==> config.mk <==
export PLATFORM = sky130hd
export DESIGN_NAME = source_seq_flat
export DESIGN_NICKNAME = d
export VERILOG_FILES = /design/src/rtl/source_seq_pkg.sv /design/src/rtl/source_seq_if.sv /design/src/rtl/source_seq_ch.sv /design/src/rtl/source_seq.sv /design/src/flat_wrapper.sv
export SDC_FILE = /design/constraint.sdc
export NUM_CORES = 1
export LEC_CHECK = 0
export ABC_AREA = 1
export CAP_MARGIN = 20
export CORE_ASPECT_RATIO = 1.5
export CORE_MARGIN = 5
export CORE_UTILIZATION = 60
export CTS_BUF_LIST = sky130_fd_sc_hd__clkbuf_2
export DETAILED_ROUTE_END_ITERATION = 7
export PLACE_DENSITY = 0.84
export SYNTH_ARGS = -nofsm -noshare
export SYNTH_HDL_FRONTEND = slang
export SYNTH_HIERARCHICAL = 1
export SYNTH_SLANG_ARGS = --single-unit
==> constraint.sdc <==
create_clock -name pcm_clk -period 3.3 [get_ports pcm_clk]
set_input_delay 0.66 -clock pcm_clk [delete_from_list [all_inputs] [get_ports pcm_clk]]
set_output_delay 0.66 -clock pcm_clk [all_outputs]
set_load 0.01 [all_outputs]
==> src/rtl/source_seq_pkg.sv <==
// source_seq_pkg: shared types and default widths for the transmit-burst
// sequencer (source_seq) and its per-channel strobe unit (source_seq_ch).
package source_seq_pkg;

  typedef enum logic [1:0] {
    IDLE = 2'd0,
    PLAY = 2'd1,
    GAP  = 2'd2
  } state_e;

  localparam int DEF_CHANNEL = 3;
  localparam int DEF_PCMAW   = 10;
  localparam int DEF_DIVW    = 8;
  localparam int DEF_DLYW    = 12;
  localparam int DEF_GAPW    = 16;
  localparam int DEF_BCW     = 8;

endpackage

==> src/rtl/source_seq_if.sv <==
// source_seq_if: control handshake plus the PCM source-memory read bus.
//   start/abort      : host -> sequencer trigger and stop request
//   busy/done        : sequencer status, done is a one-cycle pulse
//   burst_idx        : index of the burst in progress
//   pcm_out_valid    : memory -> sequencer, per-channel data present
//   signal_len       : per-channel waveform length (shared with memory)
//   pcm_out_ready    : sequencer -> memory, per-channel sample-read strobe
// Modports: master = sequencer side, slave = host/memory side.
interface source_seq_if #(
  parameter int CHANNEL = 3,
  parameter int pcmaw   = 10,
  parameter int BCW     = 8
);
  logic                     start;
  logic                     abort;
  logic                     busy;
  logic                     done;
  logic [BCW-1:0]           burst_idx;
  logic [CHANNEL-1:0]       pcm_out_valid;
  logic [CHANNEL-1:0]       pcm_out_ready;
  logic [pcmaw*CHANNEL-1:0] signal_len;

  modport master (
    input  start, abort, pcm_out_valid, signal_len,
    output busy, done, burst_idx, pcm_out_ready
  );

  modport slave (
    output start, abort, pcm_out_valid, signal_len,
    input  busy, done, burst_idx, pcm_out_ready
  );
endinterface

==> src/rtl/source_seq_ch.sv <==
// source_seq_ch: one PCM channel of the burst sequencer.
// Counts `delay` ticks, then emits one registered ready strobe per tick
// until `len` samples have been requested.
//   pcm_clk, rst : clock, synchronous active-high reset
//   tick         : sample tick (already gated to PLAY by the parent)
//   clear        : zero both counters (burst start / burst end)
//   active       : channel takes part in this burst
//   delay, len   : latched start delay and sample count
//   ready        : one-clock read strobe to the source memory
//   finished     : channel has nothing more to send this burst
module source_seq_ch #(
  parameter int DLYW = 12,
  parameter int LENW = 10
) (
  input  logic            pcm_clk,
  input  logic            rst,
  input  logic            tick,
  input  logic            clear,
  input  logic            active,
  input  logic [DLYW-1:0] delay,
  input  logic [LENW-1:0] len,
  output logic            ready,
  output logic            finished
);

  logic [DLYW-1:0] dly_cnt;
  logic [LENW-1:0] smp_cnt;

  always_ff @(posedge pcm_clk) begin
    if (rst) begin
      dly_cnt <= '0;
      smp_cnt <= '0;
      ready   <= 1'b0;
    end else if (clear) begin
      dly_cnt <= '0;
      smp_cnt <= '0;
      ready   <= 1'b0;
    end else begin
      ready <= 1'b0;
      if (tick && active) begin
        if (dly_cnt != delay) begin
          dly_cnt <= dly_cnt + 1'b1;
        end else if (smp_cnt != len) begin
          ready   <= 1'b1;
          smp_cnt <= smp_cnt + 1'b1;
        end
      end
    end
  end

  // The final strobe is still on the wire while finished is already high,
  // so the parent leaves PLAY in the same clock the last strobe is seen.
  assign finished = !active || (smp_cnt == len);

endmodule

==> src/rtl/source_seq.sv <==
// source_seq: transmit-burst sequencer for the multi-channel PCM source
// memory. A start trigger becomes a train of cfg_burst_cnt bursts; each
// burst plays signal_len samples per active channel after a per-channel
// tick delay, and bursts are separated by cfg_gap idle ticks. A burst is
// never cut short, so the memory always reaches its address wrap.
//   pcm_clk, rst   : sole clock, synchronous active-high reset
//   bus            : source_seq_if.master (start/abort/busy/done/burst_idx,
//                    pcm_out_valid/pcm_out_ready/signal_len)
//   cfg_div        : sample tick every cfg_div+1 clocks
//   cfg_burst_cnt  : number of bursts
//   cfg_gap        : idle ticks between bursts (0 = one clock)
//   ch_en          : channel enable mask
//   ch_delay       : per-channel start delay in ticks
// Build option SOURCE_SEQ_CONT_EN: cfg_burst_cnt==0 runs bursts until abort
// with burst_idx wrapping; without it cfg_burst_cnt==0 returns done at once.
module source_seq
  import source_seq_pkg::*;
#(
  parameter int CHANNEL = DEF_CHANNEL,
  parameter int pcmaw   = DEF_PCMAW,
  parameter int DIVW    = DEF_DIVW,
  parameter int DLYW    = DEF_DLYW,
  parameter int GAPW    = DEF_GAPW,
  parameter int BCW     = DEF_BCW
) (
  input  logic                    pcm_clk,
  input  logic                    rst,
  source_seq_if.master            bus,
  input  logic [DIVW-1:0]         cfg_div,
  input  logic [BCW-1:0]          cfg_burst_cnt,
  input  logic [GAPW-1:0]         cfg_gap,
  input  logic [CHANNEL-1:0]      ch_en,
  input  logic [DLYW*CHANNEL-1:0] ch_delay
);

  state_e                   state;
  logic [DIVW-1:0]          div_cnt, div_q;
  logic [GAPW-1:0]          gap_cnt, gap_q;
  logic [BCW-1:0]           bcnt_q, burst_idx;
  logic [DLYW*CHANNEL-1:0]  dly_q;
  logic [pcmaw*CHANNEL-1:0] len_q;
  logic [CHANNEL-1:0]       act_now, act_q, ch_fin, ch_rdy;
  logic                     done_q;

  logic tick, all_fin, play_end, ch_clear, ch_tick, last_burst, go;

  // Divider only runs while a burst train is in progress.
  assign tick     = (state != IDLE) && (div_cnt == div_q);
  assign ch_tick  = tick && (state == PLAY);
  assign all_fin  = &ch_fin;
  assign play_end = (state == PLAY) && all_fin;
  assign ch_clear = ((state == IDLE) && bus.start) || play_end;

`ifdef SOURCE_SEQ_CONT_EN
  // A zero burst count never reaches a last burst: run until abort.
  assign last_burst = (bcnt_q != '0) && (burst_idx == bcnt_q - 1'b1);
  assign go         = (act_now != '0);
`else
  assign last_burst = (burst_idx == bcnt_q - 1'b1);
  assign go         = (act_now != '0) && (cfg_burst_cnt != '0);
`endif

  for (genvar k = 0; k < CHANNEL; k++) begin : g_ch
    assign act_now[k] = ch_en[k] && bus.pcm_out_valid[k] &&
                        (bus.signal_len[k*pcmaw +: pcmaw] != '0);

    source_seq_ch #(.DLYW(DLYW), .LENW(pcmaw)) u_ch (
      .pcm_clk  (pcm_clk),
      .rst      (rst),
      .tick     (ch_tick),
      .clear    (ch_clear),
      .active   (act_q[k]),
      .delay    (dly_q[k*DLYW +: DLYW]),
      .len      (len_q[k*pcmaw +: pcmaw]),
      .ready    (ch_rdy[k]),
      .finished (ch_fin[k])
    );
  end

  always_ff @(posedge pcm_clk) begin
    if (rst) begin
      state     <= IDLE;
      div_cnt   <= '0;
      div_q     <= '0;
      gap_cnt   <= '0;
      gap_q     <= '0;
      bcnt_q    <= '0;
      burst_idx <= '0;
      dly_q     <= '0;
      len_q     <= '0;
      act_q     <= '0;
      done_q    <= 1'b0;
    end else begin
      done_q <= 1'b0;
      if (state != IDLE) div_cnt <= tick ? '0 : div_cnt + 1'b1;

      unique case (state)
        IDLE: begin
          if (bus.start) begin
            div_q     <= cfg_div;
            gap_q     <= cfg_gap;
            bcnt_q    <= cfg_burst_cnt;
            dly_q     <= ch_delay;
            len_q     <= bus.signal_len;
            act_q     <= act_now;
            burst_idx <= '0;
            if (go) begin
              state   <= PLAY;
              div_cnt <= '0;
            end else begin
              done_q  <= 1'b1;
            end
          end
        end

        PLAY: begin
          // Abort is only looked at here, on a burst boundary.
          if (all_fin) begin
            if (!last_burst) burst_idx <= burst_idx + 1'b1;
            if (bus.abort || last_burst) begin
              state  <= IDLE;
              done_q <= 1'b1;
            end else begin
              state   <= GAP;
              gap_cnt <= '0;
            end
          end
        end

        GAP: begin
          if (bus.abort) begin
            state  <= IDLE;
            done_q <= 1'b1;
          end else if (gap_q == '0) begin
            state   <= PLAY;
            div_cnt <= '0;
          end else if (tick) begin
            if (gap_cnt == gap_q - 1'b1) begin
              state   <= PLAY;
              div_cnt <= '0;
            end else begin
              gap_cnt <= gap_cnt + 1'b1;
            end
          end
        end

        default: state <= IDLE;
      endcase
    end
  end

  assign bus.busy          = (state != IDLE);
  assign bus.done          = done_q;
  assign bus.burst_idx     = burst_idx;
  assign bus.pcm_out_ready = ch_rdy;

endmodule

==> src/flat_wrapper.sv <==
// flat-port wrapper written by rule: the top's interface ports become plain ports
module source_seq_flat import source_seq_pkg::*;
#(
  parameter int CHANNEL = DEF_CHANNEL,
  parameter int pcmaw   = DEF_PCMAW,
  parameter int DIVW    = DEF_DIVW,
  parameter int DLYW    = DEF_DLYW,
  parameter int GAPW    = DEF_GAPW,
  parameter int BCW     = DEF_BCW
)
  (pcm_clk, rst, cfg_div, cfg_burst_cnt, cfg_gap, ch_en, ch_delay, bus_start, bus_abort, bus_pcm_out_valid, bus_signal_len, bus_busy, bus_done, bus_burst_idx, bus_pcm_out_ready);
  source_seq_if #(.CHANNEL(CHANNEL), .pcmaw(pcmaw), .BCW(BCW)) bus_i ();
  input  logic pcm_clk;
  input  logic rst;
  input  logic [DIVW-1:0] cfg_div;
  input  logic [BCW-1:0] cfg_burst_cnt;
  input  logic [GAPW-1:0] cfg_gap;
  input  logic [CHANNEL-1:0] ch_en;
  input  logic [DLYW*CHANNEL-1:0] ch_delay;
  input wire logic [$bits(bus_i.start)-1:0] bus_start;
  input wire logic [$bits(bus_i.abort)-1:0] bus_abort;
  input wire logic [$bits(bus_i.pcm_out_valid)-1:0] bus_pcm_out_valid;
  input wire logic [$bits(bus_i.signal_len)-1:0] bus_signal_len;
  output wire logic [$bits(bus_i.busy)-1:0] bus_busy;
  output wire logic [$bits(bus_i.done)-1:0] bus_done;
  output wire logic [$bits(bus_i.burst_idx)-1:0] bus_burst_idx;
  output wire logic [$bits(bus_i.pcm_out_ready)-1:0] bus_pcm_out_ready;
  assign bus_i.start = bus_start;
  assign bus_i.abort = bus_abort;
  assign bus_i.pcm_out_valid = bus_pcm_out_valid;
  assign bus_i.signal_len = bus_signal_len;
  assign bus_busy = bus_i.busy;
  assign bus_done = bus_i.done;
  assign bus_burst_idx = bus_i.burst_idx;
  assign bus_pcm_out_ready = bus_i.pcm_out_ready;
  source_seq #(.CHANNEL(CHANNEL), .pcmaw(pcmaw), .DIVW(DIVW), .DLYW(DLYW), .GAPW(GAPW), .BCW(BCW)) u_core (.pcm_clk(pcm_clk), .rst(rst), .bus(bus_i), .cfg_div(cfg_div), .cfg_burst_cnt(cfg_burst_cnt), .cfg_gap(cfg_gap), .ch_en(ch_en), .ch_delay(ch_delay));
endmodule
Word level (Yosys, flattened, before mapping)
Cells that the tools add are included.
{ "op_classes": {"addsub": 11, "n_eq_ne": 25, "n_mux": 38, "n_bitwise": 6, "n_reduce_logical": 47} }
{ "ops": {"columns": ["cell", "count"], "rows": [
  ["2-to-1 mux 16 bit", 6],
  ["2-to-1 mux 8 bit", 11],
  ["adder 12 x 1 -> 12 bit, second input constant", 3],
  ["inequality test 12 bit", 3],
  ["one-hot mux 16 bit (2 select lines)", 1],
  ["one-hot mux 8 bit (2 select lines)", 2],
  ["adder 10 x 1 -> 10 bit, second input constant", 3],
  ["equality test 10 bit", 3],
  ["inequality test 10 bit", 3],
  ["nonzero test 10 bit", 3],
  ["adder 16 x 1 -> 16 bit, second input constant", 1],
  ["adder 8 x 1 -> 8 bit, second input constant", 2],
  ["equality test 16 bit", 1],
  ["equality test 8 bit", 2],
  ["zero test 16 bit", 1],
  ["2-to-1 mux 2 bit", 8],
  ["subtractor 16 x 1 -> 16 bit, second input constant", 1],
  ["logical AND 1 bit", 14],
  ["inequality test 2 bit, second input constant", 6],
  ["AND reduction 3 bit", 4],
  ["OR reduction 4 bit", 3],
  ["2-to-1 mux 1 bit", 8],
  ["inequality test 4 x 2 -> 1 bit, second input constant", 2],
  ["AND reduction 2 bit", 4],
  ["other kinds (17)", 32]
]} }
{ "word_totals": {"reg_bits": 205, "in_bits": 108, "output_inout_bits": 13, "elab_cells": 147} }

Depth between registers and ports, before layout
Gate-level depths: netlist of the first run.
{ "logic_depth": {"ltp_word": 9, "mapped_depth": 19, "ltp_nobuf": 19} }

Modules after synthesis
Netlist of the first run, hierarchy kept.
{ "by_module_without_submodules": {"columns": ["mod", "n_inst", "cells_each", "area_per_inst_um2", "seq_area_each_um2"], "rows": [
  ["source_seq", 1, 979, 6865.3, 2722.6],
  ["source_seq_ch (u_core.g_ch[0].u_ch ...)", 2, 272, 1637.8, 460.4],
  ["source_seq_ch (u_core.g_ch[2].u_ch)", 1, 276, 1654.1, 460.4]
]} }

Least setup slack after synthesis of the first run
Ideal clock, no wire load.
{ "synth_path": {"path_type": "register to register", "start": "register u_core.g_ch[2].u_ch.smp_cnt[0]", "end": "register u_core.g_ch[0].u_ch.dly_cnt[10]", "setup_ps": 132, "arrival_ps": 2105, "setup_slack_ps": 1063, "path_stages_with_launch": 15, "path_buffers": 1, "path_cell_list": "dfxtp_1 inv_1 nand2_1 nand2_1 nor2_1 nand3_1 nor2_2 inv_1 nand2_1 nand3_1 o21ai_2 nor2_1 inv_1 clkbuf_1 a21oi_1"} }
{ "synth_via": {"elab_chain_len": 6} }
{ "synth_rtl": {"columns": ["item", "line_no", "rtl"], "rows": [
  ["start, declared", "source_seq_ch.sv:27", "logic [LENW-1:0] smp_cnt;"],
  ["start signal, assigned", "source_seq_ch.sv:45", "smp_cnt <= smp_cnt + 1'b1;"],
  ["equality test 10 bit", "source_seq_ch.sv:53", "assign finished = !active || (smp_cnt == len);"],
  ["logical OR 1 bit", "source_seq_ch.sv:53", null],
  ["via u_core.ch_fin[2]", "source_seq.sv:42", "logic [CHANNEL-1:0] act_now, act_q, ch_fin, ch_rdy;"],
  ["AND reduction 3 bit", "source_seq.sv:50", "assign all_fin = &ch_fin;"],
  ["logical AND 1 bit", "source_seq.sv:51", "assign play_end = (state == PLAY) && all_fin;"],
  ["logical OR 1 bit", "source_seq.sv:52", "assign ch_clear = ((state == IDLE) && bus.start) || play_end;"],
  ["via u_core.ch_clear", "source_seq.sv:45", "logic tick, all_fin, play_end, ch_clear, ch_tick, last_burst, go;"],
  ["OR reduction 2 bit (no line)", null, null],
  ["end signal, assigned", "source_seq_ch.sv:42", "dly_cnt <= dly_cnt + 1'b1;"],
  ["end, declared", "source_seq_ch.sv:26", "logic [DLYW-1:0] dly_cnt;"]
]} }
The timed path passes the listed nets, and every way through them passes these cells.
A chain may end at the register's enable or synchronous reset.

Worst setup path after layout of the first run
{ "layout_path": {"start": "register u_core.g_ch[0].u_ch.smp_cnt[2]", "end": "register u_core.g_ch[2].u_ch.ready"} }
{ "layout_via": {"elab_chain_len": 6} }
{ "layout_rtl": {"columns": ["item", "line_no", "rtl"], "rows": [
  ["start, declared", "source_seq_ch.sv:27", null],
  ["start signal, assigned", "source_seq_ch.sv:45", null],
  ["equality test 10 bit", "source_seq_ch.sv:53", null],
  ["logical OR 1 bit", "source_seq_ch.sv:53", null],
  ["via u_core.ch_fin[0]", "source_seq.sv:42", null],
  ["AND reduction 3 bit", "source_seq.sv:50", null],
  ["logical AND 1 bit", "source_seq.sv:51", null],
  ["logical OR 1 bit", "source_seq.sv:52", null],
  ["via u_core.ch_clear", "source_seq.sv:45", null],
  ["OR reduction 4 bit (no line)", null, null],
  ["end signal, assigned", "source_seq_ch.sv:37", "ready <= 1'b0;"],
  ["end signal, assigned", "source_seq_ch.sv:39", "ready <= 1'b0;"],
  ["end signal, assigned", "source_seq_ch.sv:44", "ready <= 1'b1;"],
  ["end, declared", "source_seq_ch.sv:22", "output logic ready,"]
]} }
The timed path passes the listed nets, and every way through them passes these cells.

==> results of run 1 <==
[state kept, by name, summed over array words and instances, names as in the netlist]
signal,flops
u_core/g_ch.u_ch/ready,3
u_core/div_cnt,8
u_core/state,2
u_core/g_ch.u_ch/dly_cnt,36
u_core/dly_q,36
u_core/act_q,3
u_core/g_ch.u_ch/smp_cnt,30
u_core/gap_cnt,16
u_core/gap_q,16
u_core/bus.done,1
u_core/div_q,8
u_core/len_q,30
u_core/bus.burst_idx,8
u_core/bcnt_q,8
[cells in the mapped netlist, types with 4 or more instances]
library cell	instances
inv_2	11
nor2_1	204
nor3_1	16
nand2_2	16
nor2_8	4
nand3_1	179
nand2_1	512
dfxtp_1	205
o21ai_0	53
a21oi_1	125
inv_1	208
nor4_1	7
xor2_1	53
xnor2_1	39
buf_6	7
nor2_4	5
a21oi_2	13
clkinv_1	4
nand4_1	27
nor2_2	23
buf_2	6
nand3b_1	4
ha_1	11
clkbuf_1	34
buf_4	4
[final cells by class]
type | count | share of cell area (%)
diodes | 1 | 0.0184
multi-input cells | 1316 | 48.3
inverters | 223 | 6.16
flip-flops and latches | 205 | 30.2
clock inverters | 11 | 0.525
repair buffers | 133 | 9.54
clock buffers | 80 | 2.95
well taps | 256 | 2.36
[stage by stage]
| step | instance area (um^2) | total power [mW] |
|---|---|---|
| after floorplan | 11800 | 3.81 |
| final | 13600 | 5.96 |
| after CTS | 13600 | 6.02 |
| after global routing | 13600 | 6.35 |
| after global placement | 13100 | 4.20 |
| after detailed placement | 13100 | 4.24 |
[routing by layer]
| layer | vias up | track usage [%] | wire length [um] |
|---|---|---|---|
| met4 | 0 | 12.1 | 1180 |
| met1 | 5259 | 27.1 | 11800 |
| met5 | - | 0 | 0 |
| met2 | 287 | 48.8 | 15400 |
| met3 | 90 | 4.41 | 1310 |
| li1 | 5962 | - | - |
[logic make-up after synthesis]
family,count (synthesis),synth area share (%)
compound gates,197,8.89
simple gates,1012,38.1
flops,205,34.8
fa+ha+maj,11,1.17
buf+inv,278,9.63
xor+xnor,96,7.45
[worst max-delay path: stages (launching register included)]
cell,delay [ns]
dfxtp_1,0.46
nand2_1,0.08
nand2_1,0.06
nor2_1,0.04
nand3_1,0.08
nor2_2,0.04
buf_4,0.16
inv_1,0.12
nand2_1,0.07
nand3_1,0.14
o21ai_2,0.10
nor2_1,0.69
inv_1,0.39
nor3_1,0.30
[power breakdown]
group / switching (mW) / internal (mW) / leakage (nW)
combinational: 0.941 / 0.536 / 3.37
sequential: 0.115 / 2.61 / 1.67
clock: 1.05 / 0.715 / 0.372
[worst paths after layout]
path	cells past startpoint	endpoint	slack, ns	startpoint
min	2	u_core/len_q[5]$_SDFFE_PP0P_	0.22	rst
max reg2reg	13	u_core/g_ch[2].u_ch/ready$_SDFF_PP0_	0.42	u_core/g_ch[0].u_ch/smp_cnt[2]$_SDFFE_PP0P_
min reg2reg	2	u_core/dly_q[23]$_SDFFE_PP0P_	0.48	u_core/dly_q[23]$_SDFFE_PP0P_
max	13	u_core/g_ch[2].u_ch/ready$_SDFF_PP0_	0.42	u_core/g_ch[0].u_ch/smp_cnt[2]$_SDFFE_PP0P_
==> results.sh, run 1 <==
export IMPL_cts_hold_buf=0
export IMPL_start_util_pct=61.3
export IMPL_grt_max_degree=83
export IMPL_drt_iter0_markers=692
export IMPL_die_area_um2=22600
export IMPL_rsz0062_at_grt="false"
export IMPL_max_cap_violations=0
export IMPL_cts_sinks=205
export IMPL_final_cell_mix="nand2_1, inv_1, dfxtp_1, nor2_1, nand3_1"
export IMPL_numPortBuffers=120
export IMPL_skew_ns=0.0637
export IMPL_ant_nets=0
export IMPL_synth_seq_cells=205
export IMPL_synth_cell_types=43
export IMPL_rows=62
export IMPL_die_w_um=124
export IMPL_cts_resized_gates=0
export IMPL_yosys_area_top_type="dfxtp_1"
export IMPL_post_cts_buffers=0
export IMPL_synth_warnings=6
export IMPL_status="complete, no violations"
export IMPL_path_max_fanout=13
export IMPL_place_congestion=0.926
export IMPL_finalWirelength_um=29700
export IMPL_synthCells=1799
export IMPL_power_density_nw_per_um2=438
export IMPL_ys_async_sr_fraction_pct=0
export IMPL_clk_latency_ns=0.84
export IMPL_setup_viol=0
export IMPL_fin_setup_tns_ns=0
export IMPL_drt_first_pass_iters=5
export IMPL_dp_cells=2133
export IMPL_finalHoldViolCount=0
export IMPL_worst_endpoint_required_ns=3.99
export IMPL_multi_input_area_um2=6560
export IMPL_fillers=1727
export IMPL_final_seq_area_um2=4100
export IMPL_dp_final_hpwl_um=21500
export IMPL_critPathLaunchType="register"
export IMPL_crit_arrival_ns=3.57
export IMPL_vias=11600
export IMPL_fin_ws_ns=0.421
export IMPL_vdd_drop_max_uv=250
export IMPL_cp_end_kind="register"
export IMPL_die_h_um=182
export IMPL_clock_root_buffer="clkbuf_2"
export IMPL_area_delta_synth_final_pct=15.3
export IMPL_grt_pass1_wl_um=50100
export IMPL_cts_made_buffers=51
export IMPL_maxSlewViolCount=0
export IMPL_avgRoutedWirePerCell_um=13.3
export IMPL_pre_cts_slack_ns=0.364
export IMPL_min_period_ns=2.88
export IMPL_yosys_area_top_type_share_pct=34.8
export IMPL_path_class="register to register"
export IMPL_holdWs_ns=0.217
export IMPL_hp_class="input port to register"
export IMPL_cts_tree="yes"
export IMPL_worst_slew_pin_slew_ns=0.894
export IMPL_instances_no_fill=2225
export IMPL_drive_above_1_share_pct=9.60
export IMPL_core_um2=19200
export IMPL_synthesis_area_um2=11800
export IMPL_fin_util_pct=70.7
export IMPL_final_nets=2049
export IMPL_antenna_found_initial=1
export IMPL_ys_seq_area_share_pct=34.8
export IMPL_viasPerCell=5.21
export IMPL_synth_nets=1918
export IMPL_drc=0
export IMPL_grt_use_total_pct=25.6
export IMPL_cts_htree_levels=2
export IMPL_max_freq_mhz=347
export IMPL_ys_top_cells_by_area="dfxtp_1, nand2_1, nand3_1"
export IMPL_layout_commonest_cell="nand2_1"
export IMPL_cts_path_max_buffers=3
export IMPL_synth_edff_count=0
export IMPL_finalCritPeriodShare_pct=87.2
export IMPL_slew_headroom_pct=40.2
export IMPL_ys_flop_type="dfxtp_1"
export IMPL_p_leak_nw=5.41
export IMPL_clkSlewWorstSetupHoldPaths_ns=0.11
export IMPL_io_pins=121
export IMPL_grt_pass1_vias=11300
export IMPL_overflow=0
export IMPL_syn_avg_cell_area_um2=6.56
(Power assumes the default switching activity.)
==> run 2: changes to the inputs <==
--- a/config.mk
+++ b/config.mk
@@ -9,10 +9,10 @@
 export CAP_MARGIN = 20
 export CORE_ASPECT_RATIO = 1.5
 export CORE_MARGIN = 5
-export CORE_UTILIZATION = 60
+export CORE_UTILIZATION = 64
 export CTS_BUF_LIST = sky130_fd_sc_hd__clkbuf_2
 export DETAILED_ROUTE_END_ITERATION = 7
-export PLACE_DENSITY = 0.84
+export PLACE_DENSITY = 0.88
 export SYNTH_ARGS = -nofsm -noshare
 export SYNTH_HDL_FRONTEND = slang
 export SYNTH_HIERARCHICAL = 1
==> results.sh, run 2 (synthesis results as in run 1) <==
export IMPL_status="complete, no violations"
export IMPL_cp_slowest_stage_delay_ns=0.71
export IMPL_cp_end_kind="register"
export IMPL_ant_nets=0
export IMPL_cts_made_buffers=51
export IMPL_vias=11800
export IMPL_cts_htree_levels=2
export IMPL_core_um2=18000
export IMPL_clkSlewWorstSetupHoldPaths_ns=0.10
export IMPL_viasPerCell=5.40
export IMPL_start_util_pct=65.5
export IMPL_drc=0
export IMPL_worst_endpoint_required_ns=3.99
export IMPL_io_pins=121
export IMPL_die_w_um=121
export IMPL_path_class="register to register"
export IMPL_grtUsageMet2_pct=53.3
export IMPL_drt_first_pass_iters=5
export IMPL_reg2reg_from="u_core/g_ch[0].u_ch/smp_cnt[2]$_SDFFE_PP0P_"
export IMPL_cts_tree="yes"
export IMPL_grt_pass1_wl_um=49700
export IMPL_max_cap_violations=0
export IMPL_busiest_layer="met2"
export IMPL_critPathLaunchType="register"
export IMPL_clk_latency_ns=0.79
export IMPL_final_cell_mix="nand2_1, inv_1, dfxtp_1, nor2_1, nand3_1"
export IMPL_antenna_found_initial=1
export IMPL_fin_setup_tns_ns=0
export IMPL_numPortBuffers=120
export IMPL_cts_hold_buf=0
export IMPL_cts_resized_gates=0
export IMPL_clock_root_buffer="clkbuf_2"
export IMPL_drive_above_1_share_pct=9.18
export IMPL_finalWirelength_um=29800
export IMPL_die_h_um=176
export IMPL_dpl_cell_area_um2=13100
export IMPL_min_period_ns=2.87
export IMPL_maxSlewViolCount=0
export IMPL_grt_util_met1_pct=29.4
export IMPL_fillers=1481
export IMPL_p_leak_nw=5.37
export IMPL_power_density_nw_per_um2=429
export IMPL_setup_viol=0
export IMPL_layout_commonest_cell="nand2_1"
export IMPL_dp_final_hpwl_um=21500
export IMPL_multi_input_area_um2=6560
export IMPL_final_seq_area_um2=4100
export IMPL_max_freq_mhz=348
export IMPL_crit_arrival_ns=3.56
export IMPL_grt_max_degree=83
export IMPL_cp_common_cell="nand2_1"
export IMPL_cts_path_max_buffers=3
export IMPL_drt_iter0_markers=839
export IMPL_finish_instance_area_um2=13500
export IMPL_overflow=0
export IMPL_worst_slew_pin_slew_ns=0.914
export IMPL_grt_use_total_pct=27.6
export IMPL_slew_headroom_pct=38.8
export IMPL_reg_top3="u_core/dly_q: 36 flops, u_core/g_ch.u_ch/dly_cnt: 36 flops"
export IMPL_cts_sinks=205
export IMPL_finalCritPeriodShare_pct=87.0
export IMPL_path_max_fanout=13
export IMPL_grt_pass1_vias=11400
export IMPL_final_nets=2050
export IMPL_crit_chain="nand2_1 -> nand2_1 -> nor2_1 -> nand3_1 -> nor2_2 -> buf_4 -> inv_1 -> nand2_1 -> nand3_1 -> o21ai_2 -> nor2_1 -> inv_1 -> nor3_1"
export IMPL_die_area_um2=21300
export IMPL_min_from="rst"
export IMPL_rsz0062_at_grt="false"
export IMPL_rows=60
export IMPL_area_delta_synth_final_pct=14.3
export IMPL_slowest_stage="nor2_1"
export IMPL_place_congestion=0.950
export IMPL_hp_class="input port to register"
export IMPL_grt_util_met3_pct=4.58
export IMPL_finalHoldViolCount=0
export IMPL_vdd_drop_max_uv=282
export IMPL_critPathLaunch="u_core/g_ch[0].u_ch/smp_cnt[2]$_SDFFE_PP0P_"
export IMPL_skew_ns=0.0331
export IMPL_post_cts_buffers=0
export IMPL_avgRoutedWirePerCell_um=13.7
## run 2: stage by stage
| step | std cells | util, % | setup WS, ns | hold WS [ns] | power [mW] |
|---|---|---|---|---|---|
| after floorplan | 1799 | - | 1.06 | 0.452 | 3.81 |
| after global placement | 2095 | 72.6 | 0.485 | 0.462 | 4.19 |
| after detailed placement | 2095 | 72.6 | 0.456 | 0.468 | 4.24 |
| after CTS | 2177 | 74.8 | 0.366 | 0.247 | 5.82 |
| after global routing | 2178 | 74.8 | 0.133 | 0.261 | 6.15 |
| final | 2178 | 74.8 | 0.430 | 0.297 | 5.79 |
## run 2: path summary, 6_finish.rpt
path	endpoint	slack [ns]	cells past startpoint
setup / recovery	u_core/g_ch[2].u_ch/ready$_SDFF_PP0_	0.43	13
hold / removal	u_core/bus.burst_idx[7]$_SDFFE_PP0P_	0.30	2
setup reg to reg	u_core/g_ch[2].u_ch/ready$_SDFF_PP0_	0.43	13
hold reg to reg	u_core/g_ch[0].u_ch/dly_cnt[7]$_SDFFE_PP0P_	0.48	2
## run 2: area by class of cell
type / instances / share of cell area (%)
Tap cell: 217 / 2.01
Antenna cell: 1 / 0.0186
Sequential cell: 205 / 30.4
Multi-Input combinational cell: 1316 / 48.7
Clock buffer: 74 / 2.75
Clock inverter: 8 / 0.223
Timing Repair Buffer: 134 / 9.67
Inverter: 223 / 6.21
## run 2: worst max-delay path: cells and delay by family, from the launching register on
family / cells / cell delay [ns]
simple gates: 9 / 1.54
buf+inv: 3 / 0.70
flops: 1 / 0.47
compound gates: 1 / 0.10
## run 2: power by group
part / switching (mW) / leakage, nW / internal, mW
Combinational: 0.936 / 3.38 / 0.536
Clock: 1.01 / 0.323 / 0.584
Sequential: 0.114 / 1.67 / 2.61
## run 2: per-layer routing
| metal | routed length [um] | share of wire [%] |
|---|---|---|
| met1 | 11500 | 39 |
| met2 | 16000 | 54 |
| met3 | 1450 | 4.9 |
| met4 | 752 | 2.5 |
| met5 | 0 | 0 |
